`config.mk`:
```
export PLATFORM = sky130hd
export DESIGN_NAME = loading_bar_seq_flat
export DESIGN_NICKNAME = d
export VERILOG_FILES = /design/src/rtl/oled_pkg.sv /design/src/rtl/loading_bar_seq_if.sv /design/src/rtl/step_timer.sv /design/src/rtl/loading_bar_seq.sv /design/src/flat_wrapper.sv
export SDC_FILE = /design/constraint.sdc
export NUM_CORES = 1
export LEC_CHECK = 0
export ABC_AREA = 1
export BUFFER_PORTS_ARGS = -buffer_cell sky130_fd_sc_hd__buf_2
export CORE_MARGIN = 3
export CORE_UTILIZATION = 52
export CTS_CLUSTER_DIAMETER = 200
export CTS_CLUSTER_SIZE = 30
export DETAILED_ROUTE_END_ITERATION = 6
export GPL_TIMING_DRIVEN = 0
export PLACE_DENSITY = 0.77
export SETUP_SLACK_MARGIN = 0.2
export SLEW_MARGIN = 20
export SYNTH_ARGS = -nofsm -noshare
export SYNTH_HDL_FRONTEND = slang
export SYNTH_SLANG_ARGS = --single-unit
export TNS_END_PERCENT = 1
```
`constraint.sdc`:
```
create_clock -name clk -period 1.7 [get_ports clk]
set_input_delay 0.255 -clock clk [delete_from_list [all_inputs] [get_ports clk]]
set_output_delay 0.255 -clock clk [all_outputs]
set_load 0.05 [all_outputs]
```
`src/rtl/oled_pkg.sv`:
```
// -----------------------------------------------------------------------------
// oled_pkg
//   Shared definitions for the 96x64 OLED pixel path:
//     - RGB565 colour constants used by the screen renderers
//     - panel dimensions OLED_W / OLED_H
//     - state encoding of the loading-bar sequencing FSM
//     - max_int helper for sizing counters at elaboration
// -----------------------------------------------------------------------------
package oled_pkg;

    localparam logic [15:0] BLACK      = 16'h0000;
    localparam logic [15:0] WHITE      = 16'hFFFF;
    localparam logic [15:0] LIGHTGREEN = 16'hAFE5;

    localparam int OLED_W = 96;
    localparam int OLED_H = 64;

    typedef enum logic [1:0] {
        ST_IDLE = 2'd0,
        ST_FILL = 2'd1,
        ST_HOLD = 2'd2,
        ST_DONE = 2'd3
    } lb_state_t;

    function automatic int max_int(input int a, input int b);
        return (a > b) ? a : b;
    endfunction

endpackage

```
`src/rtl/loading_bar_seq_if.sv`:
```
// -----------------------------------------------------------------------------
// loading_bar_seq_if
//   Bundles the loading bar's control handshake and pixel bus.
//   master : the game-start screen controller / pixel scanner
//              drives start, abort, done_ack, x, y
//              reads  busy, done, progress, pix_hit, oled_data
//   slave  : loading_bar_seq (the opposite directions)
//   PROG_W must equal $clog2(NUM_SEGS+1) of the attached bar.
// -----------------------------------------------------------------------------
interface loading_bar_seq_if #(
    parameter int PROG_W = 3
);
    logic              start;
    logic              abort;
    logic              done_ack;
    logic [6:0]        x;
    logic [5:0]        y;
    logic              busy;
    logic              done;
    logic [PROG_W-1:0] progress;
    logic              pix_hit;
    logic [15:0]       oled_data;

    modport master (
        output start, abort, done_ack, x, y,
        input  busy, done, progress, pix_hit, oled_data
    );

    modport slave (
        input  start, abort, done_ack, x, y,
        output busy, done, progress, pix_hit, oled_data
    );
endinterface

```
`src/rtl/step_timer.sv`:
```
// -----------------------------------------------------------------------------
// step_timer
//   Modulo-(last+1) tick counter. The modulus is a run-time input so one
//   counter can time several phases of different length.
//   Ports:
//     clk, rst_n : clock, asynchronous active-low reset
//     clear      : synchronous clear to 0 (wins over enable)
//     enable     : count this cycle
//     last       : terminal count value (period - 1)
//     tc         : high while enabled and sitting on the terminal count;
//                  the counter wraps to 0 on that edge
// -----------------------------------------------------------------------------
module step_timer #(
    parameter int WIDTH = 8
) (
    input  logic             clk,
    input  logic             rst_n,
    input  logic             clear,
    input  logic             enable,
    input  logic [WIDTH-1:0] last,
    output logic             tc
);
    logic [WIDTH-1:0] count_reg;

    assign tc = enable && (count_reg == last);

    always_ff @(posedge clk or negedge rst_n) begin
        if (!rst_n) begin
            count_reg <= '0;
        end else if (clear) begin
            count_reg <= '0;
        end else if (enable) begin
            count_reg <= tc ? '0 : count_reg + 1'b1;
        end
    end
endmodule

```
`src/rtl/loading_bar_seq.sv`:
```
// -----------------------------------------------------------------------------
// loading_bar_seq
//   Self-timed loading-screen progress bar for the 96x64 OLED pixel path.
//   Sequencer: IDLE -start-> FILL (one segment per TICKS_PER_STEP cycles)
//              -> HOLD (HOLD_TICKS cycles) -> DONE (until done_ack) -> IDLE.
//   abort returns to IDLE from any state and beats start/done_ack.
//   Renders a 3 px chamfered frame around NUM_SEGS segments; segment k is
//   lit while k < progress. Pixel output is registered (1-cycle latency).
//   Ports:
//     clk, rst_n : clock, asynchronous active-low reset
//     bus        : loading_bar_seq_if.slave (start, abort, done_ack, x, y,
//                  busy, done, progress, pix_hit, oled_data)
//   Build option:
//     LOADING_BAR_BLINK_EN - frame blinks black/white every TICKS_PER_STEP
//                            cycles while busy; otherwise it is always black.
// -----------------------------------------------------------------------------
module loading_bar_seq
    import oled_pkg::*;
#(
    parameter int          NUM_SEGS       = 4,
    parameter int          SEG_W          = 17,
    parameter int          TICKS_PER_STEP = 6_250_000,
    parameter int          HOLD_TICKS     = 6_250_000,
    parameter int          BAR_X0         = 10,
    parameter int          BAR_Y0         = 26,
    parameter int          BAR_Y1         = 49,
    parameter logic [15:0] FILL_COLOUR    = LIGHTGREEN
) (
    input  logic             clk,
    input  logic             rst_n,
    loading_bar_seq_if.slave bus
);
    localparam int BAR_X1 = BAR_X0 + 7 + NUM_SEGS * (SEG_W + 1);
    localparam int PW     = $clog2(NUM_SEGS + 1);
    localparam int TW     = $clog2(max_int(TICKS_PER_STEP, HOLD_TICKS) + 1);

    localparam logic [TW-1:0] STEP_LAST = TW'(TICKS_PER_STEP - 1);
    localparam logic [TW-1:0] HOLD_LAST = TW'(HOLD_TICKS - 1);
    localparam logic [PW-1:0] PROG_LAST = PW'(NUM_SEGS - 1);

    // ---------------------------------------------------------------- checks
    generate
        if (BAR_X1 > OLED_W - 1 || BAR_Y1 > OLED_H - 1) begin : g_bad_geometry
            $error("loading_bar_seq: bar does not fit on the 96x64 panel");
        end
        if (NUM_SEGS < 1 || NUM_SEGS > 8) begin : g_bad_num_segs
            $error("loading_bar_seq: NUM_SEGS must be 1..8");
        end
        if (TICKS_PER_STEP < 1 || HOLD_TICKS < 1) begin : g_bad_ticks
            $error("loading_bar_seq: TICKS_PER_STEP and HOLD_TICKS must be >= 1");
        end
    endgenerate

    // ------------------------------------------------------------ sequencer
    lb_state_t     state_reg;
    logic [PW-1:0] progress_reg;
    logic          busy_reg;
    logic          done_reg;

    logic          tick_clear;
    logic          tick_en;
    logic          tick_tc;
    logic [TW-1:0] tick_last;

    // The timer is held at 0 in IDLE, so FILL always starts from tick 0;
    // FILL->HOLD happens on a terminal count, which wraps it to 0 as well.
    assign tick_clear = bus.abort || (state_reg == ST_IDLE);
    assign tick_en    = (state_reg == ST_FILL) || (state_reg == ST_HOLD);
    assign tick_last  = (state_reg == ST_HOLD) ? HOLD_LAST : STEP_LAST;

    step_timer #(
        .WIDTH (TW)
    ) u_step_timer (
        .clk    (clk),
        .rst_n  (rst_n),
        .clear  (tick_clear),
        .enable (tick_en),
        .last   (tick_last),
        .tc     (tick_tc)
    );

    always_ff @(posedge clk or negedge rst_n) begin
        if (!rst_n) begin
            state_reg    <= ST_IDLE;
            progress_reg <= '0;
            busy_reg     <= 1'b0;
            done_reg     <= 1'b0;
        end else if (bus.abort) begin
            state_reg    <= ST_IDLE;
            progress_reg <= '0;
            busy_reg     <= 1'b0;
            done_reg     <= 1'b0;
        end else begin
            case (state_reg)
                ST_IDLE: begin
                    if (bus.start) begin
                        state_reg    <= ST_FILL;
                        progress_reg <= '0;
                        busy_reg     <= 1'b1;
                    end
                end
                ST_FILL: begin
                    if (tick_tc) begin
                        progress_reg <= progress_reg + 1'b1;
                        if (progress_reg == PROG_LAST) begin
                            state_reg <= ST_HOLD;
                        end
                    end
                end
                ST_HOLD: begin
                    if (tick_tc) begin
                        state_reg <= ST_DONE;
                        busy_reg  <= 1'b0;
                        done_reg  <= 1'b1;
                    end
                end
                ST_DONE: begin
                    if (bus.done_ack) begin
                        state_reg    <= ST_IDLE;
                        progress_reg <= '0;
                        done_reg     <= 1'b0;
                    end
                end
                default: begin
                    state_reg    <= ST_IDLE;
                    progress_reg <= '0;
                    busy_reg     <= 1'b0;
                    done_reg     <= 1'b0;
                end
            endcase
        end
    end

    assign bus.busy     = busy_reg;
    assign bus.done     = done_reg;
    assign bus.progress = progress_reg;

    // ------------------------------------------------------- geometry decode
    // Full-width integer compares so out-of-panel coordinates never alias.
    int px;
    int py;
    int prog_i;

    assign px     = int'(bus.x);
    assign py     = int'(bus.y);
    assign prog_i = int'(progress_reg);

    logic                in_screen;
    logic                on_frame;
    logic                on_lit_seg;
    logic                frame_visible;
    logic [NUM_SEGS-1:0] seg_lit;

    genvar gi;
    generate
        for (gi = 0; gi < NUM_SEGS; gi++) begin : g_seg
            localparam int SX0 = BAR_X0 + 4 + gi * (SEG_W + 1);
            localparam int SX1 = SX0 + SEG_W - 1;
            assign seg_lit[gi] = (px >= SX0) && (px <= SX1) &&
                                 (py >= BAR_Y0 + 4) && (py <= BAR_Y1 - 4) &&
                                 (prog_i > gi);
        end
    endgenerate

    // Vertical and horizontal frame strips do not meet at the corners, which
    // gives the frame its chamfered look.
    always_comb begin
        in_screen = (px < OLED_W) && (py < OLED_H);
        on_frame  = (((px >= BAR_X0) && (px <= BAR_X0 + 2)) ||
                     ((px >= BAR_X1 - 2) && (px <= BAR_X1))) &&
                    (py >= BAR_Y0 + 3) && (py <= BAR_Y1 - 3);
        on_frame  = on_frame ||
                    ((((py >= BAR_Y0) && (py <= BAR_Y0 + 2)) ||
                      ((py >= BAR_Y1 - 2) && (py <= BAR_Y1))) &&
                     (px >= BAR_X0 + 3) && (px <= BAR_X1 - 3));
        on_lit_seg = |seg_lit;
    end

`ifdef LOADING_BAR_BLINK_EN
    // Blink phase runs only while busy; it is parked at black (0) whenever
    // the bar is not busy, so every FILL entry starts on a black frame.
    logic          blink_white_reg;
    logic [TW-1:0] blink_cnt_reg;

    always_ff @(posedge clk or negedge rst_n) begin
        if (!rst_n) begin
            blink_white_reg <= 1'b0;
            blink_cnt_reg   <= '0;
        end else if (!busy_reg) begin
            blink_white_reg <= 1'b0;
            blink_cnt_reg   <= '0;
        end else if (blink_cnt_reg == STEP_LAST) begin
            blink_white_reg <= ~blink_white_reg;
            blink_cnt_reg   <= '0;
        end else begin
            blink_cnt_reg   <= blink_cnt_reg + 1'b1;
        end
    end

    assign frame_visible = on_frame && !blink_white_reg;
`else
    assign frame_visible = on_frame;
`endif

    // ---------------------------------------------------------- pixel output
    logic        pix_hit_reg;
    logic [15:0] oled_data_reg;

    always_ff @(posedge clk or negedge rst_n) begin
        if (!rst_n) begin
            pix_hit_reg   <= 1'b0;
            oled_data_reg <= WHITE;
        end else if (in_screen && frame_visible) begin
            pix_hit_reg   <= 1'b1;
            oled_data_reg <= BLACK;
        end else if (in_screen && on_lit_seg) begin
            pix_hit_reg   <= 1'b1;
            oled_data_reg <= FILL_COLOUR;
        end else begin
            pix_hit_reg   <= 1'b0;
            oled_data_reg <= WHITE;
        end
    end

    assign bus.pix_hit   = pix_hit_reg;
    assign bus.oled_data = oled_data_reg;

endmodule

```
`src/flat_wrapper.sv`:
```
// flat-port wrapper written by rule: the top's interface ports become plain ports
module loading_bar_seq_flat import oled_pkg::*;
#(
    parameter int          NUM_SEGS       = 4,
    parameter int          SEG_W          = 17,
    parameter int          TICKS_PER_STEP = 6_250_000,
    parameter int          HOLD_TICKS     = 6_250_000,
    parameter int          BAR_X0         = 10,
    parameter int          BAR_Y0         = 26,
    parameter int          BAR_Y1         = 49,
    parameter logic [15:0] FILL_COLOUR    = LIGHTGREEN
)
  (clk, rst_n, bus_start, bus_abort, bus_done_ack, bus_x, bus_y, bus_busy, bus_done, bus_progress, bus_pix_hit, bus_oled_data);
  loading_bar_seq_if #(.PROG_W(3)) bus_i ();
  input  logic clk;
  input  logic rst_n;
  input wire logic [$bits(bus_i.start)-1:0] bus_start;
  input wire logic [$bits(bus_i.abort)-1:0] bus_abort;
  input wire logic [$bits(bus_i.done_ack)-1:0] bus_done_ack;
  input wire logic [$bits(bus_i.x)-1:0] bus_x;
  input wire logic [$bits(bus_i.y)-1:0] bus_y;
  output wire logic [$bits(bus_i.busy)-1:0] bus_busy;
  output wire logic [$bits(bus_i.done)-1:0] bus_done;
  output wire logic [$bits(bus_i.progress)-1:0] bus_progress;
  output wire logic [$bits(bus_i.pix_hit)-1:0] bus_pix_hit;
  output wire logic [$bits(bus_i.oled_data)-1:0] bus_oled_data;
  assign bus_i.start = bus_start;
  assign bus_i.abort = bus_abort;
  assign bus_i.done_ack = bus_done_ack;
  assign bus_i.x = bus_x;
  assign bus_i.y = bus_y;
  assign bus_busy = bus_i.busy;
  assign bus_done = bus_i.done;
  assign bus_progress = bus_i.progress;
  assign bus_pix_hit = bus_i.pix_hit;
  assign bus_oled_data = bus_i.oled_data;
  loading_bar_seq #(.NUM_SEGS(NUM_SEGS), .SEG_W(SEG_W), .TICKS_PER_STEP(TICKS_PER_STEP), .HOLD_TICKS(HOLD_TICKS), .BAR_X0(BAR_X0), .BAR_Y0(BAR_Y0), .BAR_Y1(BAR_Y1), .FILL_COLOUR(FILL_COLOUR)) u_core (.clk(clk), .rst_n(rst_n), .bus(bus_i));
endmodule
```
After elaboration in Yosys (flattened, before gate mapping)
Cells that the tools add are included.
{ "totals": {"input_bits": 18, "ff_bits": 47, "wordCells": 117} }
{ "op_classes": {"reduce_logical": 43, "n_addsub": 2, "n_eq_ne": 10, "n_mux": 27, "n_lt_le_gt_ge": 28} }
{ "op_table": {"columns": ["cell", "count"], "rows": [
  ["23-bit 2-to-1 mux", 3],
  ["7-bit <= comparator (second input constant)", 4],
  ["1-bit logical AND", 28],
  ["23-bit by 1-bit adder with 23-bit output (second input constant)", 1],
  ["23-bit == test (second input constant)", 1],
  ["7-bit by 4-bit >= comparator with 1-bit output (second input constant)", 3],
  ["6-bit by 5-bit >= comparator with 1-bit output (second input constant)", 3],
  ["6-bit <= comparator (second input constant)", 3],
  ["16-bit 2-to-1 mux", 1],
  ["15-bit 2-to-1 mux", 1],
  ["3-bit inequality test (second input constant)", 5],
  ["7-bit by 6-bit >= comparator with 1-bit output (second input constant)", 2],
  ["7-bit >= comparator (second input constant)", 2],
  ["2-bit 2-to-1 mux", 6],
  ["3-bit 2-to-1 mux", 4],
  ["3-bit one-hot mux with 3 select lines", 1],
  ["1-bit 2-to-1 mux", 8],
  ["2-bit one-hot mux with 4 select lines", 1],
  ["7-bit by 4-bit <= comparator with 1-bit output (second input constant)", 1],
  ["7-bit by 5-bit <= comparator with 1-bit output (second input constant)", 1],
  ["7-bit by 6-bit <= comparator with 1-bit output (second input constant)", 1],
  ["6-bit by 7-bit < comparator with 1-bit output (second input constant)", 1],
  ["7-bit < comparator (second input constant)", 1],
  ["6-bit >= comparator (second input constant)", 1],
  ["17 further kinds", 27]
]} }

Logic depth before layout (Yosys ltp)
Gate-level depths: netlist of the first run.
{ "logic_depth": {"ltp_word": 9, "depth_mapped": 11, "mapped_depth_nobuf": 11} }

Hierarchy
A second synthesis of the first run with hierarchy kept.
{ "hier_totals": {"hier_cells": 556, "hier_area_um2": 3333.2} }
{ "by_module_without_submodules": {"columns": ["module", "instances", "area_per_inst_um2", "seq_area_each_um2", "cells_per_inst"], "rows": [
  ["step_timer", 1, 2188.3, 575.6, 375],
  ["loading_bar_seq", 1, 1144.8, 252.7, 181]
]} }

Worst setup path after synthesis of the first run
No wires, ideal clock.
{ "synth_timing": {"path_kind": "reg2reg", "startpoint": "reg u_core.state_reg[0]", "endpoint": "reg u_core.state_reg[0]", "path_stages_with_launch": 10, "setup_time_ps": 117, "path_slack_ps": 96, "required_ps": 1583, "t_arrival_ps": 1487, "path_cell_list": "dfrtp_1 -> inv_1 -> ha_1 -> nand3_1 -> nor2_2 -> nand3_4 -> a21boi_4 -> nand2_1 -> nand2_1 -> nand2_1"} }
{ "synth_via": {"elab_chain_len": 5} }
{ "synth_rtl": {"columns": ["item", "line", "rtl"], "rows": [
  ["start: declaration", "loading_bar_seq.sv:55", "lb_state_t state_reg;"],
  ["start signal: assignment", "loading_bar_seq.sv:84", "state_reg <= ST_IDLE;"],
  ["start signal: assignment", "loading_bar_seq.sv:89", "state_reg <= ST_IDLE;"],
  ["start signal: assignment", "loading_bar_seq.sv:97", "state_reg <= ST_FILL;"],
  ["2-bit by 1-bit == test with 1-bit output or 2-bit == test (tied branches)", "loading_bar_seq.sv:68, loading_bar_seq.sv:94", null],
  ["1-bit logical OR", "loading_bar_seq.sv:68", "assign tick_en = (state_reg == ST_FILL) || (state_reg == ST_HOLD);"],
  ["1-bit logical AND", "step_timer.sv:25", "assign tc = enable && (count_reg == last);"],
  ["3-bit inequality test (no line)", null, null],
  ["5-bit AND reduction (no line)", null, null]
]} }
Parallel ways exist; a longest one is shown, timed or not.
A chain may end at the register's enable or synchronous reset.

Worst setup path after layout of the first run
Ends and elaborated chain as after synthesis.

==> results.yml, run 1 <==
routing:
  vias_per_cell: 4.96
  dr.pass1.iters: 4
  wirelength_met1_um: 2630
  routed_wl_um: 5710
  wl_met3_um: 286
  drc: 0
  drtIter0Drc: 179
  met2_wirelength_um: 2730
  highest_layer: "met4"
  postRouteAntennaNets: 0
  route.detailed.wl_per_inst_um: 11.1
  routed-via-count: 2555
synth:
  muxShareOfSynthArea_pct: 0
  synth_compound_area_share_pct: 7.98
  syn_avg_cell_area_um2: 6.56
  synth_area_leaders: "dfrtp_1 (30%), nand2_1 (17%), nor2_1 (8.1%)"
  mappedNetlistArea_mm2: 0.00260
  yosys.area.top_type: "dfrtp_1"
  yosysMostFrequentCell: "nand2_1"
  synthArstFlopShare_pct: 100
  synth_flop_cell: "dfrtp_1"
  synth_top_family_by_area: "simple AND/OR/NAND/NOR gates"
  yosysWarnings: 0
  synth_edf_count: 0
  synth_commonest_cells: "nand2_1 (119), nor2_1 (56), inv_1 (49)"
  yosysSeqAreaShare_pct: 31.8
  netlist_instances: 397
  ys_types: 34
  yosys.area_share.xor_xnor_pct: 1.68
  synth_seq_cells: 33
  synth-simple-area-share_pct: 40.9
  synth-adder-area-share_pct: 4.81
  syn_nets: 425
  yosys.area.top_type_share_pct: 29.8
cells_and_area:
  n_antenna_cell: 0
  final_layout_size_suffix_gt1_share_pct: 25.2
  final_util_pct: 64.7
  n_fill_cell: 450
  synthToLayoutAreaGrowth_pct: 19.0
  fin_nets: 475
  finalInstanceArea_mm2: 0.00310
  largest_register_ffs: 23
floorplan:
  io_pins: 40
  fp.dieH_um: 76.8
  die_area_mm2: 0.00589
  initial_core_util_pct: 54.4
  placeableCoreArea_mm2: 0.00479
  fp-row-count: 25
  die_w_um: 76.8
clocking:
  cts_buffers: 5
  ctsHtreeMaxLevel: 2
  clock_tree.root_cell: "clkbuf_8"
  clkTransAtPathRegs_ns: 0.07
  cts_hold_buf: 0
  clkSinkCount: 33
  cts_tree: "built"
  worstSkewPairLatency_ns: 0.28
  clk_path_buf_depth: 2
flow_run:
  drv_cap: 0
grt:
  grt_pass1_wl_um: 9850
  overflow: 0
  antenna_found_initial: 0
  grt_pass1_vias: 2329
  grt_use_total_pct: 20.1
  grt_max_degree: 34
setup_path:
  crit_top_cell: "nand2_1"
  crit_chain: "inv_2 -> ha_4 -> nand3_2 -> nor2_4 -> nand3_4 -> a21boi_4 -> nand2_2 -> nand2_1 -> nand2_1"
  slowest_delay_ns: 0.37
  rr_worst_depth: 9
  slowest_stage: "dfrtp_1"
  path_depth: 9
  worst-setup-path-type: "reg -> reg"
  worst-r2r-setup-slack_ns: 0.12
  critical-path-top-delay-family: "simple AND/OR/NAND/NOR gates"
  critical_path_arrival_ns: 1.75
  crit_fanout: 5
  worstPathRequired_ns: 1.87
  worstSetupStartpointType: "register"
  setup.worst_path.end_class: "register"
  path_buf_inv: 1
timing:
  rsz0062_at_grt: "yes"
  holdWs_ns: 0.0273
  fin_skew_ns: 0.00490
  tns_ns: 0
  setup_violations: 0
  tightest_slew_ns: 0.733
  drv_slew: 0
  min_period_ns: 1.58
  relSlewSlack_pct: 51.1
  period_share_pct: 92.9
  hold_violations: 0
  fmax_mhz: 633
power_and_ir_drop:
  p_leak_nw: 1.57
  irDropWorstVdd_mv: 0.836
  powerDensity_mw_per_mm2: 921
  p_total_mw: 2.85
place:
  gp_congestion: 0.933
  hpwl_um: 4410
  io_buffer_count: 38
  dpl_cell_area_mm2: 0.00291
hold_path:
  hold_class: "in -> async"
outcome:
  status: "finished, final reports clean"
-- layout by cell type (no fill, tap or decap), drive strengths merged --
master	count
ha	10
dfrtp	31
clkbuf	7
inv	54
a211oi	2
and3	3
clkinv	1
nand3	32
a21oi	11
o21bai	1
nor2	64
o21ai	18
xnor2	1
nand2	122
a21boi	2
xor2	4
and2	2
nor3	8
a31oi	1
or2	3
nand4	6
nand3b	3
dfstp	2
buf	60
-- worst paths after layout --
check,start,end
worst min-delay path,rst_n,u_core.u_step_timer.count_reg[4]
worst min register to register,u_core.bus.busy,u_core.bus.busy
worst max-delay path,u_core.state_reg[0],u_core.state_reg[0]
max in group asynchronous,rst_n,u_core.bus.progress[2]
worst max register to register,u_core.state_reg[0],u_core.state_reg[0]
min in group clk,bus_abort,u_core.bus.busy
-- cells by family after synthesis --
group	Yosys count
buf+inv	71
fa+ha+maj	10
xor+xnor	5
flops	33
simple gates	243
compound gates	35
-- metrics by stage --
step           setup slack [ns]  instances
6_report                  0.120        515
5_1_grt                  0.0100        515
4_1_cts                   0.132        515
3_5_place_dp            -0.0289        502
3_3_place_gp           -0.00509        502
2_1_floorplan             0.164        397
-- per-layer routing --
metal,global-route usage (%),up-vias
met4,5.43,0
met1,25.0,1157
li1,-,1333
met5,0,-
met3,4.23,6
met2,35.1,59
-- what timing repair did --
item                       4_1_cts  5_1_grt
buffers inserted                 5        0
resized for setup               12        5
gates cloned                     0        0
pin swaps                        6        3
setup endpoints to repair       39       42
-- layout make-up --
class,instances,area (um^2),share of cell area [%]
Inverter,54,208,6.70
Buffer,17,131,4.24
Tap cell,67,83.8,2.71
Clock inverter,1,5.00,0.162
Timing Repair Buffer,43,228,7.35
Multi-Input combinational cell,293,1510,48.9
Sequential cell,33,832,26.9
Clock buffer,7,96.3,3.11
-- power breakdown --
group | internal [mW] | switching [mW] | total, mW
logic | 0.436 | 0.847 | 1.28
registers | 0.862 | 0.0569 | 0.919
clock network | 0.366 | 0.284 | 0.650
total | 1.66 | 1.19 | 2.85
(Power assumes the default switching activity.)
==> run 2: changes to the inputs <==
--- a/config.mk
+++ b/config.mk
@@ -8,12 +8,12 @@
 export ABC_AREA = 1
 export BUFFER_PORTS_ARGS = -buffer_cell sky130_fd_sc_hd__buf_2
 export CORE_MARGIN = 3
-export CORE_UTILIZATION = 52
+export CORE_UTILIZATION = 61
 export CTS_CLUSTER_DIAMETER = 200
 export CTS_CLUSTER_SIZE = 30
 export DETAILED_ROUTE_END_ITERATION = 6
 export GPL_TIMING_DRIVEN = 0
-export PLACE_DENSITY = 0.77
+export PLACE_DENSITY = 0.86
 export SETUP_SLACK_MARGIN = 0.2
 export SLEW_MARGIN = 20
 export SYNTH_ARGS = -nofsm -noshare
==> constraint.sdc (replaced) <==
create_clock -name clk -period 1.9 [get_ports clk]
set_input_delay 0.285 -clock clk [delete_from_list [all_inputs] [get_ports clk]]
set_output_delay 0.285 -clock clk [all_outputs]
set_load 0.05 [all_outputs]
==> run 2 against run 1 <==
Against the previous run: power is 2.7% lower; via count increased by 2.2%; utilization rose by 12 points; critical endpoint is now u_core.u_step_timer.count_reg[11]; largest power group unchanged.
==> results.yml, run 2 (same netlist as run 1, synthesis figures left out) <==
setup_path:
  crit_chain: "inv_1 -> ha_4 -> clkinvlp_4 -> nand2_4 -> inv_2 -> nor2_2 -> and3_2 -> nand2_1 -> a21oi_1"
  crit_fanout: 6
  critical-path-top-delay-family: "simple AND/OR/NAND/NOR gates"
  slowest_delay_ns: 0.35
  worst-setup-path-type: "reg -> reg"
  setup.worst_path.end_class: "register"
  slowest_stage: "dfrtp_1"
  worstPathRequired_ns: 2.11
  worstSetupStartpointType: "register"
  critical_path_arrival_ns: 1.88
  path_buf_inv: 3
cells_and_area:
  n_antenna_cell: 0
  synthToLayoutAreaGrowth_pct: 19.1
  final_util_pct: 76.4
  largest_register_ffs: 23
  final_layout_size_suffix_gt1_share_pct: 24.6
  layout_commonest_cell: "nand2_1"
  fin_nets: 475
  mostFrequentLayoutCells: "nand2_1 (116), nor2_1 (52), inv_1 (46)"
timing:
  drv_slew: 0
  tightest_slew_ns: 0.729
  fin_skew_ns: 0.00896
  fmax_mhz: 600
  min_period_ns: 1.67
  hold_violations: 0
  period_share_pct: 87.7
  rsz0062_at_grt: "yes"
  setup_violations: 0
  holdWs_ns: 0.0504
  relSlewSlack_pct: 51.4
clocking:
  cts_buffers: 5
  clock_tree.root_cell: "clkbuf_8"
  clk_path_buf_depth: 2
  cts_tree: "built"
  clkTransAtPathRegs_ns: 0.07
  ctsHtreeMaxLevel: 2
  worstSkewPairLatency_ns: 0.29
  clkSinkCount: 33
floorplan:
  placeableCoreArea_mm2: 0.00406
  fp-row-count: 23
  io_pins: 40
  die_area_mm2: 0.00509
  initial_core_util_pct: 64.2
  die_w_um: 71.3
  fp.dieH_um: 71.3
routing:
  met2_wirelength_um: 2830
  postRouteAntennaNets: 0
  route.detailed.wl_per_inst_um: 12.0
  drc: 0
  dr.pass1.iters: 5
  wirelength_met1_um: 2620
  highest_layer: "met4"
  wl_met3_um: 424
  vias_per_cell: 5.24
  routed-via-count: 2610
  drtIter0Drc: 149
  routed_wl_um: 5980
grt:
  grt_max_degree: 34
  grt_use_total_pct: 24.7
  overflow: 0
  grt_pass1_wl_um: 10300
  antenna_found_initial: 0
  grt_pass1_vias: 2430
power_and_ir_drop:
  p_leak_nw: 1.59
  powerDensity_mw_per_mm2: 894
  irDropWorstVdd_mv: 1.22
  p_total_mw: 2.77
outcome:
  status: "finished, final reports clean"
place:
  io_buffer_count: 38
  hpwl_um: 4350
  gp_congestion: 0.908
flow_run:
  drv_cap: 0
hold_path:
  hold_class: "in -> async"
[run 2: cell types whose count changed in the layout (fill, tap and decap cells not counted), sizes merged]
cell      change
bufinv        +2
clkbuf        -2
clkinvlp      +1
inv           -1
[run 2: what timing repair did]
| action | CTS | global route |
|---|---|---|
| endpoints found under the hold margin | 0 | 0 |
| setup buffers | 2 | 3 |
| gates resized for setup | 4 | 15 |
| endpoints found under the setup margin | 29 | 28 |
| pin swaps | 0 | 9 |
| hold buffers | 0 | 0 |
[run 2: layer usage]
metal  up-vias  GRT usage (%)
met5         -              0
met4         0           8.35
met3        14           4.35
met2        97           41.1
met1      1156           32.4
li1       1343              -
[run 2: metrics by stage]
step	setup WS [ns]	setup TNS, ns	cells	cell area [um^2]
2_1_floorplan	0.296	0	397	2600
3_3_place_gp	0.0618	0	485	2860
3_5_place_dp	-0.0140	-0.0142	485	2860
4_1_cts	0.227	0	495	3030
5_1_grt	0.132	0	498	3100
6_report	0.235	0	498	3100
[run 2: power by group]
group          switching (mW)  internal, mW
registers              0.0556         0.768
logic                   0.776         0.394
clock network           0.259         0.521
total                    1.09          1.68
[run 2: area by class of cell]
| cell class | count | area, um^2 |
|---|---|---|
| plain buffers | 17 | 131 |
| clock buffers | 5 | 68.8 |
| clock inverters | 3 | 65.1 |
| fillers | 317 | 956 |
| inverters | 54 | 206 |
| multi-input cells | 293 | 1510 |
| flip-flops and latches | 33 | 828 |
| well taps | 50 | 62.6 |
| repair buffers | 43 | 228 |
[run 2: final timing paths]
path / from / to / cells past startpoint / slack (ns)
max: u_core.state_reg[0] / u_core.u_step_timer.count_reg[11] / 9 / 0.23
min reg2reg: u_core.bus.busy / u_core.bus.busy / 2 / 0.47
max reg2reg: u_core.state_reg[0] / u_core.u_step_timer.count_reg[11] / 9 / 0.23
max in group asynchronous: rst_n / u_core.bus.busy / 1 / 1.38
min in group clk: bus_abort / u_core.state_reg[1] / 4 / 0.36
min: rst_n / u_core.u_step_timer.count_reg[3] / 1 / 0.05
==> run 3: changes to the inputs <==
--- a/config.mk
+++ b/config.mk
@@ -5,7 +5,7 @@
 export SDC_FILE = /design/constraint.sdc
 export NUM_CORES = 1
 export LEC_CHECK = 0
-export ABC_AREA = 1
+export ABC_AREA = 0
 export BUFFER_PORTS_ARGS = -buffer_cell sky130_fd_sc_hd__buf_2
 export CORE_MARGIN = 3
 export CORE_UTILIZATION = 61
@@ -13,7 +13,8 @@
 export CTS_CLUSTER_SIZE = 30
 export DETAILED_ROUTE_END_ITERATION = 6
 export GPL_TIMING_DRIVEN = 0
-export PLACE_DENSITY = 0.86
+export PLACE_DENSITY = 0.87
+export REMOVE_ABC_BUFFERS = 1
 export SETUP_SLACK_MARGIN = 0.2
 export SLEW_MARGIN = 20
 export SYNTH_ARGS = -nofsm -noshare
==> run 3 against run 2 <==
Against the previous run: the run now ends with setup timing left; clock skew is 0.0028 ns lower; worst setup slack got worse by 0.34 ns; cell count is 28% lower; power decreased by 21%; cell area down 9.4%; area after synthesis is 9.1% lower; non-clock buffer count is 8 lower; critical endpoint is now u_core.bus.done; largest power group unchanged; highest routed layer unchanged.
==> results.yml, run 3 <==
timing:
  tightest_slew_ns: 0.749
  setup_violations: 28
  period_share_pct: 106
  relSlewSlack_pct: 50.1
  min_period_ns: 2.01
  hold_violations: 0
  rsz0062_at_grt: "yes"
  drv_slew: 0
  finalWorstSetupSlack_ns: -0.109
  fmax_mhz: 498
  fin_skew_ns: 0.00618
place:
  gp_congestion: 0.871
  dpl_cell_area_mm2: 0.00248
  io_buffer_count: 39
  dp.cells: 340
  hpwl_um: 3580
cells_and_area:
  fin_nets: 340
  n_fill_cell: 225
  layout.cells.non_filler: 360
  mostFrequentLayoutCells: "buf_2 (39), nor2_1 (30), dfrtp_1 (27)"
  finalInstanceArea_mm2: 0.00281
  synthToLayoutAreaGrowth_pct: 18.7
  final_layout_size_suffix_gt1_share_pct: 29.5
  layout_commonest_cell: "buf_2"
  final_util_pct: 76.2
  n_antenna_cell: 0
  largest_register_ffs: 23
floorplan:
  io_pins: 40
  die_w_um: 68.3
  placeableCoreArea_mm2: 0.00369
  fp.dieH_um: 68.3
  die_area_mm2: 0.00466
  fp-row-count: 22
  initial_core_util_pct: 64.2
clocking:
  clock_tree.root_cell: "clkbuf_8"
  cts_tree: "built"
  cts_hold_buf: 0
  clkSinkCount: 33
  clkTransAtPathRegs_ns: 0.07
  ctsHtreeMaxLevel: 2
  clk_path_buf_depth: 2
  worstSkewPairLatency_ns: 0.29
  cts_buffers: 5
setup_path:
  worst-setup-path-type: "reg -> reg"
  path_buf_inv: 2
  critical-path-top-delay-family: "simple AND/OR/NAND/NOR gates"
  critPathLaunch: "u_core.u_step_timer.count_reg[4]"
  worstSetupStartpointType: "register"
  slowest_delay_ns: 0.55
  worstPathRequired_ns: 2.06
  r2r_start: "u_core.u_step_timer.count_reg[4]"
  slowest_stage: "or4b_4"
  setup.worst_path.end_class: "register"
  crit_fanout: 6
  crit_top_cell: "buf_4"
  crit_chain: "or4b_4 -> nor4_4 -> buf_4 -> nand2_4 -> buf_4 -> mux2i_1 -> o22ai_1"
  critical_path_arrival_ns: 2.17
grt:
  grt_pass1_wl_um: 9120
  grt_pass1_vias: 2077
  antenna_found_initial: 0
  grt_use_total_pct: 25.8
  overflow: 0
  grt_max_degree: 34
synth:
  synth_commonest_cells: "dfrtp_1 (31), nor2_1 (30), nand2_1 (27)"
  netlist_instances: 277
  mappedNetlistArea_mm2: 0.00237
  synth_area_leaders: "dfrtp_1 (33%), ha_1 (5.3%), nor2_1 (4.8%)"
  yosys.area.top_type_share_pct: 32.8
  yosysMostFrequentCell: "dfrtp_1"
  yosys.area.top_type: "dfrtp_1"
  synth_flop_cell: "dfrtp_1"
  yosysSeqAreaShare_pct: 35.0
  ys_types: 59
  synth_seq_cells: 33
  syn_avg_cell_area_um2: 8.55
  synth_edf_count: 0
  yosysWarnings: 0
  synthArstFlopShare_pct: 100
routing:
  drc: 0
  dr.pass1.iters: 4
  drtIter0Drc: 238
  routed_wl_um: 5760
  route.detailed.wl_per_inst_um: 16.0
  postRouteAntennaNets: 0
  routed-via-count: 2236
  vias_per_cell: 6.21
power_and_ir_drop:
  p_total_mw: 2.20
  powerDensity_mw_per_mm2: 784
  irDropWorstVdd_mv: 0.568
  p_leak_nw: 1.12
outcome:
  failed_checks: "setup timing"
  status: "finished with violations"
flow_run:
  drv_cap: 0
hold_path:
  hold_class: "in -> async"
run 3: cell types whose count changed in the layout (fill, tap and decap cells not counted), moves of 8 or more:
cell,previous run,this run
buf_4,21,13
inv_1,46,8
nor2_1,52,30
nand2_1,116,26
o21ai_0,14,5
nand3_1,30,20
run 3: cell families after synthesis:
kind of cell,after synthesis,share of synthesized area [%]
fa+ha+maj,10,5.29
mux,6,2.59
simple gates,129,28.9
buf+inv,34,7.72
xor+xnor,17,6.29
compound gates,48,14.3
flops,33,35.0
run 3: final timing paths:
check,end,depth (start not counted),slack (ns)
worst max-delay path,u_core.bus.done,7,-0.11
worst min-delay path,u_core.bus.progress[1],1,0.06
worst max register to register,u_core.bus.done,7,-0.11
worst min register to register,u_core.bus.busy,2,0.55
max in group asynchronous,u_core.u_step_timer.count_reg[6],1,1.31
min in group clk,u_core.bus.done,4,0.35
run 3: final cells by class:
type                    count  area (um^2)  share of cell area, %
multi-input cells         210         1500                   53.4
repair buffers             52          293                   10.4
well taps                  48         60.1                   2.14
clock buffers               7         86.3                   3.07
inverters                  10         37.5                   1.34
flip-flops and latches     33          833                   29.7
run 3: power breakdown:
group          internal (mW)  switching (mW)  leakage (nW)
Combinational          0.328           0.564         0.634
Sequential             0.741          0.0278         0.445
Clock                  0.287           0.253        0.0443
run 3: layer usage:
layer | up-vias | GRT usage [%] | part of all wire [%]
met5 | - | 0 | 0
met4 | 0 | 9.43 | 1.5
met3 | 12 | 5.25 | 5.4
met2 | 75 | 44.6 | 51
met1 | 1084 | 31.5 | 42
li1 | 1065 | - | -
run 3: worst register-to-register path: stages (launching register included):
cell and delay [ns]:
dfrtp_1 0.39, or4b_4 0.55, nor4_4 0.23, buf_4 0.19, nand2_4 0.08, buf_4 0.17
mux2i_1 0.17, o22ai_1 0.11
run 3: timing repair:
item,CTS,global route
setup endpoints to repair,31,31
pin swaps,17,6
setup buffers,12,1
resized for setup,29,4
run 3: metrics by stage:
step / setup slack [ns] / hold WS [ns] / setup TNS, ns
final: -0.109 / 0.0606 / -1.40
after global routing: -0.207 / 0.0916 / -4.60
after global placement: -0.499 / 0.380 / -9.31
after floorplan: -0.703 / -0.0106 / -10.46
after CTS: -0.0469 / 0.0798 / -0.175
after detailed placement: -0.551 / 0.386 / -10.31
